==> config.mk <==
export PLATFORM = sky130hd
export DESIGN_NAME = vga_pixel_arbiter
export DESIGN_NICKNAME = d
export VERILOG_FILES = /design/src/rtl/vga_pixel_arbiter.sv
export SDC_FILE = /design/constraint.sdc
export NUM_CORES = 1
export LEC_CHECK = 0
export CORE_UTILIZATION = 50
export CTS_BUF_LIST = sky130_fd_sc_hd__clkbuf_8
export CTS_CLUSTER_SIZE = 30
export DETAILED_ROUTE_END_ITERATION = 16
export GPL_ROUTABILITY_DRIVEN = 0
export PLACE_DENSITY = 0.85
export SETUP_SLACK_MARGIN = 0.1
export SKIP_LAST_GASP = 1
export SLEW_MARGIN = 10
export SYNTH_ARGS = -nofsm -noshare
export SYNTH_HDL_FRONTEND = slang
export SYNTH_SLANG_ARGS = --single-unit
==> constraint.sdc <==
create_clock -name clk -period 3.3 [get_ports clk]
set_clock_uncertainty 0.2 [all_clocks]
set_input_delay 0.66 -clock clk [delete_from_list [all_inputs] [get_ports clk]]
set_output_delay 0.66 -clock clk [all_outputs]
set_load 0.03 [all_outputs]
==> src/rtl/vga_pixel_arbiter.sv <==
// Round-robin arbiter sharing the VGA adapter pixel-write port between two drawing
// engines, with a built-in raster clear sequencer. All adapter-facing outputs are registered.
module vga_pixel_arbiter #(
  parameter int unsigned WIDTH       = 160,
  parameter int unsigned HEIGHT      = 120,
  parameter logic [8:0]  CLEAR_COLOR = 9'd0
) (
  input  logic       clk,
  input  logic       resetn,
  input  logic       req0_valid,
  input  logic [7:0] req0_x,
  input  logic [6:0] req0_y,
  input  logic [8:0] req0_color,
  output logic       req0_ready,
  input  logic       req1_valid,
  input  logic [7:0] req1_x,
  input  logic [6:0] req1_y,
  input  logic [8:0] req1_color,
  output logic       req1_ready,
  input  logic       clear_start,
  output logic       busy,
  output logic       clear_done,
  output logic [7:0] x,
  output logic [6:0] y,
  output logic [8:0] color,
  output logic       writeEn
);

  localparam int unsigned X_W = 8;
  localparam int unsigned Y_W = 7;
  localparam int unsigned C_W = 9;
  localparam logic [X_W-1:0] X_LAST = X_W'(WIDTH - 1);
  localparam logic [Y_W-1:0] Y_LAST = Y_W'(HEIGHT - 1);

  typedef enum logic {S_IDLE, S_CLEAR} state_e;

  state_e          state_q, state_d;
  logic [X_W-1:0]  x_q, x_d;
  logic [Y_W-1:0]  y_q, y_d;
  logic [C_W-1:0]  color_q, color_d;
  logic            we_q, we_d;
  logic            busy_q, busy_d;
  logic            done_q, done_d;
  logic [X_W-1:0]  cx_q, cx_d;
  logic [Y_W-1:0]  cy_q, cy_d;
  logic            last_grant_q, last_grant_d;

  logic gnt0, gnt1, in_range0, in_range1, last_pix;

  // Round-robin pick: when both request, the one not granted last time wins
  assign gnt0      = req0_valid & (~req1_valid | last_grant_q);
  assign gnt1      = req1_valid & (~req0_valid | ~last_grant_q);
  assign in_range0 = (32'(req0_x) < WIDTH) && (32'(req0_y) < HEIGHT);
  assign in_range1 = (32'(req1_x) < WIDTH) && (32'(req1_y) < HEIGHT);
  assign last_pix  = (cx_q == X_LAST) && (cy_q == Y_LAST);

  always_ff @(posedge clk or negedge resetn) begin
    if (!resetn) begin
      state_q      <= S_IDLE;
      x_q          <= '0;
      y_q          <= '0;
      color_q      <= '0;
      we_q         <= 1'b0;
      busy_q       <= 1'b0;
      done_q       <= 1'b0;
      cx_q         <= '0;
      cy_q         <= '0;
      last_grant_q <= 1'b1;
    end else begin
      state_q      <= state_d;
      x_q          <= x_d;
      y_q          <= y_d;
      color_q      <= color_d;
      we_q         <= we_d;
      busy_q       <= busy_d;
      done_q       <= done_d;
      cx_q         <= cx_d;
      cy_q         <= cy_d;
      last_grant_q <= last_grant_d;
    end
  end

  always_comb begin
    state_d = state_q;
    case (state_q)
      S_IDLE:  if (clear_start) state_d = S_CLEAR;
      S_CLEAR: if (last_pix)    state_d = S_IDLE;
      default: state_d = S_IDLE;
    endcase
  end

  always_comb begin
    req0_ready   = 1'b0;
    req1_ready   = 1'b0;
    x_d          = x_q;
    y_d          = y_q;
    color_d      = color_q;
    we_d         = 1'b0;
    done_d       = 1'b0;
    cx_d         = cx_q;
    cy_d         = cy_q;
    last_grant_d = last_grant_q;
    busy_d       = (state_d == S_CLEAR);
    case (state_q)
      S_IDLE: begin
        if (clear_start) begin
          cx_d = '0;
          cy_d = '0;
        end else if (gnt0) begin
          req0_ready   = 1'b1;
          last_grant_d = 1'b0;
          if (in_range0) begin
            x_d     = req0_x;
            y_d     = req0_y;
            color_d = req0_color;
            we_d    = 1'b1;
          end
        end else if (gnt1) begin
          req1_ready   = 1'b1;
          last_grant_d = 1'b1;
          if (in_range1) begin
            x_d     = req1_x;
            y_d     = req1_y;
            color_d = req1_color;
            we_d    = 1'b1;
          end
        end
      end
      S_CLEAR: begin
        // Raster walk: x fastest, y steps on x wrap
        x_d     = cx_q;
        y_d     = cy_q;
        color_d = CLEAR_COLOR;
        we_d    = 1'b1;
        if (cx_q == X_LAST) begin
          cx_d = '0;
          if (cy_q == Y_LAST) begin
            cy_d   = '0;
            done_d = 1'b1;
          end else begin
            cy_d = cy_q + Y_W'(1);
          end
        end else begin
          cx_d = cx_q + X_W'(1);
        end
      end
      default: ;
    endcase
  end

  assign x          = x_q;
  assign y          = y_q;
  assign color      = color_q;
  assign writeEn    = we_q;
  assign busy       = busy_q;
  assign clear_done = done_q;

endmodule

-- Word level (Yosys, flattened, before mapping)
Index checks and enable logic that the tools add are counted.
- register bits after elaboration: 43
- logic and storage cells: 85
- add/subtract/negate cells: 2
- magnitude comparators: 4
- eq/ne operators: 8
- muxes and demuxes: 46
- bitwise operators: 9
- reduce and logical (&&, ||, !) cells: 7
- operators with widths (cell ; number):
    $mux W7 ; 8
    $mux W8 ; 7
    $mux W9 ; 5
    $pmux W8 S2 ; 2
    $pmux W7 S2 ; 2
    $mux W1 ; 19
    $pmux W9 S2 ; 1
    $lt A8 B8 Y1 const B ; 2
    $lt A7 B7 Y1 const B ; 2
    $ne A3 B3 Y1 const B ; 3
    $add A8 B1 Y8 const B ; 1
    $eq A8 B8 Y1 const B ; 1
    $add A7 B1 Y7 const B ; 1
    $eq A7 B7 Y1 const B ; 1
    $not A1 Y1 ; 5
    $ne A2 B2 Y1 const B ; 2
    $pmux W1 S2 ; 2
    $reduce_and A4 Y1 ; 1
    $logic_and A1 B1 Y1 ; 3
    $reduce_and A3 Y1 ; 1
    $and A1 B1 Y1 ; 2
    $ne A2 B1 Y1 const B ; 1
    $or A1 B1 Y1 ; 2
    $reduce_and A2 Y1 ; 1
    $reduce_bool A2 Y1 ; 1

-- Logic depth before layout (Yosys ltp)
- depth in word-level cells: 7
- depth in mapped cells: 6

-- Least setup slack after synthesis
OpenSTA, ideal clock, no wires.
- path kind: input to output
- from: input port req1_valid
- to: output port req0_ready
- arrival: 1.653 ns
- required time: 2.440 ns
- path slack: 0.787 ns
- stages: 4
- path buffers: 1
- cell sequence: nand2b_1 nand2_1 buf_2 nor2_1
- cells in the longest elaborated chain, start to end: 6
- RTL lines (what ; line ; source):
    from (decl) ; 15 ; input logic req1_valid,
    $not A1 Y1 ; 51 ; assign gnt0 = req0_valid & (~req1_valid | last_grant_q);
    $or A1 B1 Y1 ; 51 ;
    $and A1 B1 Y1 ; 51 ;
    $mux W1 ; 109 ; end else if (gnt0) begin
    $mux W1 ; 106 ; if (clear_start) begin
    $mux W1 ; 104 ; case (state_q)
    to (decl) ; 14 ; output logic req0_ready,
Every way passes these cells.

-- Worst setup path after layout
- from: input port clear_start
- to: output port req1_ready
- cells in the longest elaborated chain, start to end: 2
- RTL lines (what ; line ; source):
    from (decl) ; 20 ; input logic clear_start,
    $mux W1 ; 106 ;
    $mux W1 ; 104 ;
    to (decl) ; 19 ; output logic req1_ready,
Every way passes these cells.

==> reports/qor.tcl <==
set qor(run_status) {completed}
set qor(number_of_global_route_vias_before_repair) 2499
set qor(switching_power_w) 0.000710
set qor(xor_xnor_cell_area_share_of_the_yosys_netlist_pct) 0.656
set qor(length_in_cells_of_the_worst_reg_to_reg_path) 4
set qor(globalRouteMet2Util_pct) 47.5
set qor(yosys-mux-area-fraction_pct) 7.17
set qor(final_nets) 411
set qor(post_synth_and_or_nand_nor_area_fraction_pct) 18.5
set qor(cts_repair_resize_count) 0
set qor(postSynth.asyncResetShare_pct) 100
set qor(number_of_antenna_violations_at_the_first_check_in_global_routing) 0
set qor(drt-vias-per-instance) 6.40
set qor(gr-max-usage-layer) {met2}
set qor(route.vias.total) 2733
set qor(synth.net_count) 339
set qor(type_of_the_worst_setup_path) {in2out}
set qor(clock_insertion_delay_worst_skew_ns) 0.29
set qor(start_kind) {input port}
set qor(root_buffer) {clkbuf_8}
set qor(worst_hold_path_cell_count) 2
set qor(synthFlopType) {dfrtp_1}
set qor(h-tree-depth) 2
set qor(cp-end-kind) {primary output}
set qor(vdd.ir_drop.worst_mv) 0.396
set qor(pins_over_their_slew_limit) 0
set qor(drt-total-wl_mm) 7.80
set qor(combinational_family_with_the_most_area_after_synthesis) {compound AO/OA/AOI/OAI gates}
set qor(die_h_um) 75.1
set qor(synth_cell_types) 43
set qor(cellPowerDensity_nw_per_um2) 528
set qor(boundaryPins) 82
set qor(series_of_cell_instances_along_the_critical_path) {clkdlybuf4s50_1 > nor2_1 > and3_1 > buf_4}
set qor(worst_hold_path_type) {reg2reg}
set qor(cts.path.max_buffers) 2
set qor(cts.clk_slew.worst_paths_ns) 0.08
set qor(critPathMaxStageDelay_ns) 0.49
set qor(yosys_register_bits) 43
set qor(post-cts-setup-buffers) 0
set qor(p_comb_share_pct) 39.1
set qor(grt_pass1_wl_mm) 12.0
set qor(synth-compound-area-share_pct) 27.6
set qor(grt_util_all_layers_pct) 28.5
set qor(globalRoute.totalOverflow) 0
set qor(placeableCoreArea_um2) 5140
set qor(drt-wirelength-per-cell_um) 18.3
set qor(start_util_pct) 52.0
set qor(count_of_flip_flops_with_a_built_in_enable_after_synthesis) 0
set qor(clock_power_share_pct) 18.7
set qor(detailedRoute.firstIterationViolations) 192
set qor(synthToLayoutAreaGrowth_pct) 35.9
set qor(power_after_layout_w) 0.00192
set qor(seq_area_frac_synth_pct) 40.3
set qor(die_w_um) 75.1
set qor(relSlewSlack_pct) 35.4
set qor(crit_path_max_fanout) 5
set qor(drv.max_cap_violation_count) 0
set qor(worst-path-stages) 4
set qor(static-leakage-power_nw) 1.47
set qor(post_synth_instance_area_um2) 2670
set qor(grt_setup_unrepaired) {no}
set qor(remaining_drc_errors) 0
set qor(finalSetupViolCount) 0
set qor(dpl.hpwl_mm) 5.61
set qor(use_met3_pct) 4.82
set qor(switching_share_pct) 37.0
set qor(cpLargestDelayFamily) {buffers and inverters}
set qor(num_antenna_cells) 0
set qor(timing.final.crit_share_pct) 81.5
set qor(antenna_left) 0
set qor(cpMaxStageDelayCell) {clkdlybuf4s50_1}
set qor(layout_min_cycle_time_ns) 2.69
set qor(io_buffers) 81
set qor(clock_tree_from_tritoncts) {built}
set qor(row_count) 26
set qor(cp.required_ns) 2.44
set qor(hold_viol_final) 0
set qor(totalNegativeSetupSlack_ns) 0
set qor(die-area_um2) 5640
set qor(clock_sinks) 43
set qor(power.internal_w) 0.00121
set qor(postSynthCellCount) 284
set qor(tightestPinTransition_ns) 0.969
set qor(drive_gt1_share_pct) 8.68
set qor(timing.critical_path.arrival_ns) 1.83
set qor(synth_warnings) 0
set qor(pwr-share-seq_pct) 42.2
set qor(global_route.usage.met1_pct) 37.6
set qor(timing.critical_path.buf_inv) 2
set qor(postSynthAreaPerCell_um2) 9.41
set qor(cts-buffers-inserted) 5
set qor(max_clock_freq_mhz) 372
set qor(dr.pass1.iters) 5
set qor(grt_start_max_net_pins) 49
set qor(postCtsHoldBufs) 0
set qor(synth-adder-area-share_pct) 0.937
## state kept, by name, summed over array words and instances, names as in the netlist
signal        count
busy              1
clear_done        1
color             9
cx_q              8
cy_q              7
last_grant_q      1
writeEn           1
x                 8
y                 7
## layout make-up
cell class	instances	area, um2
clock buffers	7	96.3
clock inverters	1	3.75
fillers	413	1510
inverters	4	15.0
multi-input cells	210	1470
flip-flops and latches	43	1080
well taps	70	87.6
repair buffers	92	883
## layout by cell type (no fill, tap or decap), drive strengths merged, types with 2 or more instances in the layout
cell and count:
dfrtp 42, clkbuf 7, nand4 5, a22o 2, a31oi 7, a21oi 10, inv 4, nand2b 4
xnor2 2, buf 14, mux2i 18, nand3 6, and3 14, and4 2, ha 2, o21ai 11
nor2b 17, nand2 29, clkdlybuf4s50 78, o221ai 33, nor2 6, a21boi 9, a31o 2, o311ai 16
## final timing paths
check,start,end,slack [ns]
max in group asynchronous,resetn,busy,1.92
worst max-delay path,clear_start,req1_ready,0.61
worst min register to register,last_grant_q,last_grant_q,0.29
worst min-delay path,last_grant_q,last_grant_q,0.29
min in group asynchronous,resetn,cy_q[4],0.32
worst max register to register,busy,cy_q[4],1.09
## metal layers
metal / up-vias / part of all wire, %
li1: 1257 / -
met1: 1340 / 41
met2: 119 / 51
met3: 17 / 6.3
met4: 0 / 1.9
met5: - / 0
## worst min-delay path: stages, from the launching register on
cell and delay [ns]:
dfstp_2 0.38, inv_1 0.04, o21bai_1 0.06
## logic make-up (layout without fill, tap and decap cells)
| kind of cell | after synthesis | after routing |
|---|---|---|
| AOI/OAI and AO/OA | 96 | 96 |
| and+or+nand+nor | 91 | 91 |
| DFF | 43 | 43 |
| buffers and inverters | 31 | 104 |
| muxes | 19 | 19 |
| adders and majority gates | 2 | 2 |
| xor gates and xnor gates | 2 | 2 |
## power groups by stage
stage          Combinational (W)  Clock (W)  Sequential (W)
2_1_floorplan           0.000360          0        0.000886
3_3_place_gp            0.000728          0        0.000809
3_5_place_dp            0.000745          0        0.000811
4_1_cts                 0.000749   0.000363        0.000803
5_1_grt                 0.000807   0.000384        0.000825
6_report                0.000749   0.000359        0.000810
## metrics by stage
stage	cell area, um2	instances	hold WS [ns]	setup slack, ns	utilization, %
floorplan	2670	284	0.164	0.787	-
global placement	3530	419	0.281	0.600	68.7
detailed placement	3530	419	0.284	0.502	68.7
CTS	3630	427	0.296	0.601	70.6
global route	3630	427	0.325	0.493	70.6
finish	3630	427	0.291	0.612	70.6
## synth_stat cells (all sizes together) (2+ instances only)
master | number | area, um2
mux2i | 18 | 180
nand2 | 29 | 109
o21ai | 11 | 55.1
and3 | 14 | 87.6
a31oi | 7 | 43.8
nand4 | 5 | 31.3
nand3 | 6 | 30.0
xnor2 | 2 | 17.5
a22o | 2 | 17.5
nor2 | 6 | 22.5
o221ai | 33 | 289
buf | 8 | 41.3
o311ai | 16 | 140
nand2b | 4 | 25.0
a31o | 2 | 17.5
ha | 2 | 25.0
dfrtp | 42 | 1050
a21oi | 10 | 50.1
nor2b | 17 | 106
a21boi | 9 | 67.6
clkbuf | 19 | 71.3
inv | 3 | 11.3
and4 | 2 | 17.5
Note: power is estimated with default switching activity, not from simulation.
